## src/rtl/inst_fetch_buffer_pkg.sv

```systemverilog
// Shared sizing defaults for the instruction fetch buffer slice.
// Mirrors the defines.v entries `Inst_Width, `Fetch_Buf_Depth and `Fetch_Buf_Ptr_Width.
package inst_fetch_buffer_pkg;

  localparam int unsigned FB_ADDR_W = 32;
  localparam int unsigned FB_INST_W = 32;
  localparam int unsigned FB_DEPTH  = 4;
  localparam int unsigned FB_PTR_W  = 3;

endpackage

```

## src/rtl/inst_fetch_buffer_mem.sv

```systemverilog
// Fetch buffer storage: DEPTH x DATA_W register array, one write port, one async read port.
// No reset; contents are qualified by the pointers in the parent.
module fetch_buf_mem
  import inst_fetch_buffer_pkg::*;
#(
  parameter int unsigned DEPTH  = FB_DEPTH,
  parameter int unsigned DATA_W = FB_ADDR_W + FB_INST_W,
  parameter int unsigned IDX_W  = FB_PTR_W - 1
) (
  input  logic              clk,
  input  logic              we,
  input  logic [IDX_W-1:0]  waddr,
  input  logic [DATA_W-1:0] wdata,
  input  logic [IDX_W-1:0]  raddr,
  output logic [DATA_W-1:0] rdata
);

  logic [DATA_W-1:0] mem [DEPTH];

  always_ff @(posedge clk) begin
    if (we) mem[waddr] <= wdata;
  end

  assign rdata = mem[raddr];

endmodule

```

## src/rtl/inst_fetch_buffer.sv

```systemverilog
// Instruction fetch buffer between PC/I-cache and Decoder: circular FIFO of {pc, inst}.
// Optional zero-latency empty-buffer bypass enabled by defining FETCH_BUF_BYPASS_EN.
module inst_fetch_buffer
  import inst_fetch_buffer_pkg::*;
#(
  parameter int unsigned DEPTH  = FB_DEPTH,
  parameter int unsigned ADDR_W = FB_ADDR_W,
  parameter int unsigned INST_W = FB_INST_W
) (
  input  logic                     clk,
  input  logic                     rst,
  input  logic                     flush,
  input  logic                     fetch_vld,
  input  logic [ADDR_W-1:0]        fetch_pc,
  input  logic [INST_W-1:0]        fetch_inst,
  output logic                     fb_stall,
  output logic                     dec_vld,
  input  logic                     dec_rdy,
  output logic [ADDR_W-1:0]        dec_pc,
  output logic [INST_W-1:0]        dec_inst,
  output logic [$clog2(DEPTH):0]   fb_count
);

  localparam int unsigned IDX_W  = $clog2(DEPTH);
  localparam int unsigned DATA_W = ADDR_W + INST_W;

  logic [IDX_W:0]    rd_ptr, wr_ptr;
  logic              empty, full, push, pop, bypass;
  logic [DATA_W-1:0] rd_data;

  assign empty = (rd_ptr == wr_ptr);
  assign full  = (rd_ptr[IDX_W-1:0] == wr_ptr[IDX_W-1:0]) && (rd_ptr[IDX_W] != wr_ptr[IDX_W]);

`ifdef FETCH_BUF_BYPASS_EN
  // An empty buffer hands the fetch straight to a ready Decoder without storing it.
  assign bypass = empty && fetch_vld && dec_rdy && !flush && !rst;
`else
  assign bypass = 1'b0;
`endif

  assign push = fetch_vld && !full && !bypass;
  assign pop  = !empty && dec_rdy;

  always_ff @(posedge clk) begin
    if (rst || flush) begin
      rd_ptr <= '0;
      wr_ptr <= '0;
    end else begin
      if (push) wr_ptr <= wr_ptr + (IDX_W + 1)'(1);
      if (pop)  rd_ptr <= rd_ptr + (IDX_W + 1)'(1);
    end
  end

  fetch_buf_mem #(
    .DEPTH  (DEPTH),
    .DATA_W (DATA_W),
    .IDX_W  (IDX_W)
  ) u_mem (
    .clk   (clk),
    .we    (push),
    .waddr (wr_ptr[IDX_W-1:0]),
    .wdata ({fetch_pc, fetch_inst}),
    .raddr (rd_ptr[IDX_W-1:0]),
    .rdata (rd_data)
  );

  assign fb_stall = full;
  assign fb_count = wr_ptr - rd_ptr;

  // Outputs read as zero while empty so stale or uninitialised storage never leaks out.
  always_comb begin
    dec_vld             = !empty;
    {dec_pc, dec_inst}  = empty ? '0 : rd_data;
    if (bypass) begin
      dec_vld  = 1'b1;
      dec_pc   = fetch_pc;
      dec_inst = fetch_inst;
    end
  end

endmodule

```

## config.mk

```make
export PLATFORM = sky130hd
export DESIGN_NAME = inst_fetch_buffer
export DESIGN_NICKNAME = d
export VERILOG_FILES = /design/src/rtl/inst_fetch_buffer_pkg.sv /design/src/rtl/inst_fetch_buffer_mem.sv /design/src/rtl/inst_fetch_buffer.sv
export SDC_FILE = /design/constraint.sdc
export NUM_CORES = 1
export LEC_CHECK = 0
export ABC_CLOCK_PERIOD_IN_PS = 13300
export BUFFER_PORTS_ARGS = -buffer_cell sky130_fd_sc_hd__buf_2
export CORE_ASPECT_RATIO = 2
export CORE_UTILIZATION = 50
export DETAILED_ROUTE_END_ITERATION = 12
export GPL_TIMING_DRIVEN = 0
export PLACE_DENSITY = 0.71
export SLEW_MARGIN = 25
export SYNTH_ARGS = -nofsm -noshare
export SYNTH_HDL_FRONTEND = slang
export SYNTH_SLANG_ARGS = --single-unit
```

## constraint.sdc

```tcl
create_clock -name clk -period 13.3 [get_ports clk]
set_input_delay 1.33 -clock clk [delete_from_list [all_inputs] [get_ports clk]]
set_output_delay 1.33 -clock clk [all_outputs]
set_load 0.005 [all_outputs]
```

==> run metrics <==
area of the multi-input gates 2210 um^2; PostCTS Resize Cnt 0; count of different cell masters after synthesis 27; unrepaired setup endpoints after global routing false; area growth from synthesis to layout 19.1%; row count between 70 and 80; fin. max-slew vios 0; # hold bufs at CTS 0; Worst path top cell family by delay buffers and inverters; upper clock frequency limit 257 MHz; Seq pwr share 0.549; vias 4,960; startpoint class of the critical path flip-flop; Worst-Skew Late Latency 510 ps; Clock power frac 0.400; nets 715; sequential area share after synthesis 0.767; routability congestion estimate 0.709; Initial DRT Pass Iterations 5; Worst VDD drop 0.000124 V; Hold Crit Class reg2reg; Slew HR 0.650; CP most frequent cell buf_2; # Post-CTS Setup Buffers 0; clk slew on worst S/H paths 60 ps; Synth Net Count between 500 and 600; max cap viols 0; Final ANT Viol Nets 0; net switching power figure 0.000335 W; Synth Register Bits 264; Netlist Area Pre-Place between 10,000 and 15,000 um^2; I/O pin count 138; starting DRC count in detailed routing roughly 220; CP startpoint wr_ptr[0]; Setup Viol. Count Final 0; CTS tree built; status finished clean; layout cells sized above 1 0.416; Leakage 4.32 nW; final WL 19,400 um; crit-path max cell delay ~380 ps; Filler cells roughly 1,400; Die Wd 103 um; worst path arrival time 2560 ps; dpl hpwl 12,900 um; skew final 8.84 ps; CP Buf/Inv Count 4; Final Hold Viols 0; Placed Cells incl. Taps 875; minimum clock period after layout 3890 ps; GRT Util Overall 0.197; setup TNS 0 ps; CTS max path bufs 3; H-tree depth 1; WP data required 11,970 ps; average cell area after synthesis 22.0 um^2; Fin Hold WS 530 ps; Die Area 21,100 um^2; share of the synthesized area in the top cell type 0.752; Crit-path slowest cell dfxtp_1; DRC viols 0; WL per Instance 21.2 um; core area 20,000 um^2; CP cell instances inv_1 -> ha_1 -> and2_1 -> nand2_1 -> buf_2 -> buf_2 -> and2_1 -> buf_2; first-pass GRT wire length 30,000 um; chip height 204 um; root buffer cell clkbuf_16; Final WS setup 9410 ps; largest cells by area after synthesis edfxtp_1, mux4_2, and2_1; CP Max Fanout 10; largest net degree at the start of global routing 43; Setup CP Type reg2out; grt ovf 0; initial core utilization 0.511; Pwr Density 140 nW/um^2; initial antenna violation count 2; final cell count without fillers 917; hold path start wr_ptr[1]; period utilization 0.292; share of total power in combinational logic 0.052; critical register-to-register path startpoint wr_ptr[0]; fin util 0.609; CTS Sinks 264; pre-CTS WS around 9900 ps; Tightest Pin Transition 526 ps; Syn Inst Count 464; Sw Ratio 0.196; Int Power roughly 0.0014 W; PortBufs 137; Worst setup EP type output pin; TritonCTS Buffers 23; vias per cell approximately 5.4; number of global-route vias before repair ~5,600; register area 7850 um^2; YS warnings 0; Yosys top cell by area edfxtp_1
[per-layer routing]
layer  vias up  wire, um  share of wire  track usage
met5         -        11        0.00057            0
met4         2       631          0.032       0.0825
met3        46      1000          0.051       0.0352
met2       154     10900           0.56        0.363
met1      2529      6930           0.36        0.215
li1       2229         -              -            -
[worst min-delay path: stages (launching register included)]
cell     delay, ps
dfxtp_1        350
nand2_1         70
mux2i_1         60
[per-stage QoR]
stage,instance area (um^2),power (W)
finish,12200,0.00171
CTS,12200,0.00173
floorplan,10200,0.00100
detailed placement,11400,0.00105
global route,12200,0.00176
global placement,11200,0.00104
[kinds of logic (layout without fill, tap and decap cells)]
group	Yosys count	after routing	share of synthesized area
buf+inv	30	220	0.0176
simple gates	85	85	0.0499
flops	264	264	0.767
other cells	0	1	0
fa+ha+maj	8	8	0.0105
compound gates	6	6	0.00502
xor+xnor	2	2	0.00245
mux	69	69	0.147
[final timing paths]
check | endpoint | depth (start not counted) | slack (ps)
worst max-delay path | dec_pc[16] | 8 | 9410
worst min-delay path | wr_ptr[1] | 2 | 530
worst max register to register | u_mem.mem[1][22] | 6 | 10960
worst min register to register | wr_ptr[1] | 2 | 530
[layout by cell type (no fill, tap or decap), types with 5 or more instances in the layout]
| master | netlist | routed |
|---|---|---|
| mux2i_1 | 5 | 5 |
| buf_4 | 0 | 8 |
| clkbuf_16 | 0 | 23 |
| clkbuf_1 | 3 | 5 |
| dfxtp_1 | 8 | 8 |
| mux4_2 | 60 | 60 |
| ha_1 | 7 | 7 |
| inv_1 | 8 | 8 |
| buf_2 | 11 | 148 |
| nand2_1 | 9 | 9 |
| buf_6 | 7 | 8 |
| and2_1 | 68 | 65 |
| edfxtp_1 | 256 | 256 |
[synth_stat cells (all sizes together)]
| cell | number |
|---|---|
| edfxtp | 256 |
| and2 | 68 |
| mux4 | 64 |
| buf | 18 |
| nand2 | 9 |
| dfxtp | 8 |
| inv | 8 |
| ha | 7 |
| mux2i | 5 |
| clkbuf | 4 |
| and4 | 2 |
| nor2 | 2 |
| o211ai | 2 |
| xnor2 | 2 |
| a2111oi | 1 |
| a211o | 1 |
| a21boi | 1 |
| fa | 1 |
| nand4 | 1 |
| nand4b | 1 |
| nor3 | 1 |
| o21a | 1 |
| or3 | 1 |
[power groups by stage]
stage          clock network, W  logic (W)  registers [W]
2_1_floorplan                 0  0.0000444       0.000956
3_3_place_gp                  0  0.0000847       0.000957
3_5_place_dp                  0  0.0000903       0.000957
4_1_cts                0.000700  0.0000907       0.000938
5_1_grt                0.000727  0.0000979       0.000939
6_report               0.000683  0.0000883       0.000938
[layout make-up]
| type | count | area share |
|---|---|---|
| Clock buffer | 29 | 0.0524 |
| Sequential cell | 264 | 0.644 |
| Timing Repair Buffer | 149 | 0.0677 |
| Clock inverter | 12 | 0.0119 |
| Multi-Input combinational cell | 170 | 0.182 |
| Antenna cell | 1 | 0.000205 |
| Inverter | 8 | 0.00247 |
| Buffer | 22 | 0.0123 |
| Tap cell | 262 | 0.0269 |
[flip-flops by register name, indices dropped and copies added, names as in the netlist, named ones only]
name and cells:
wr_ptr 3, u_mem.mem 256, rd_ptr 3
Power figures use the tool's default switching activity.
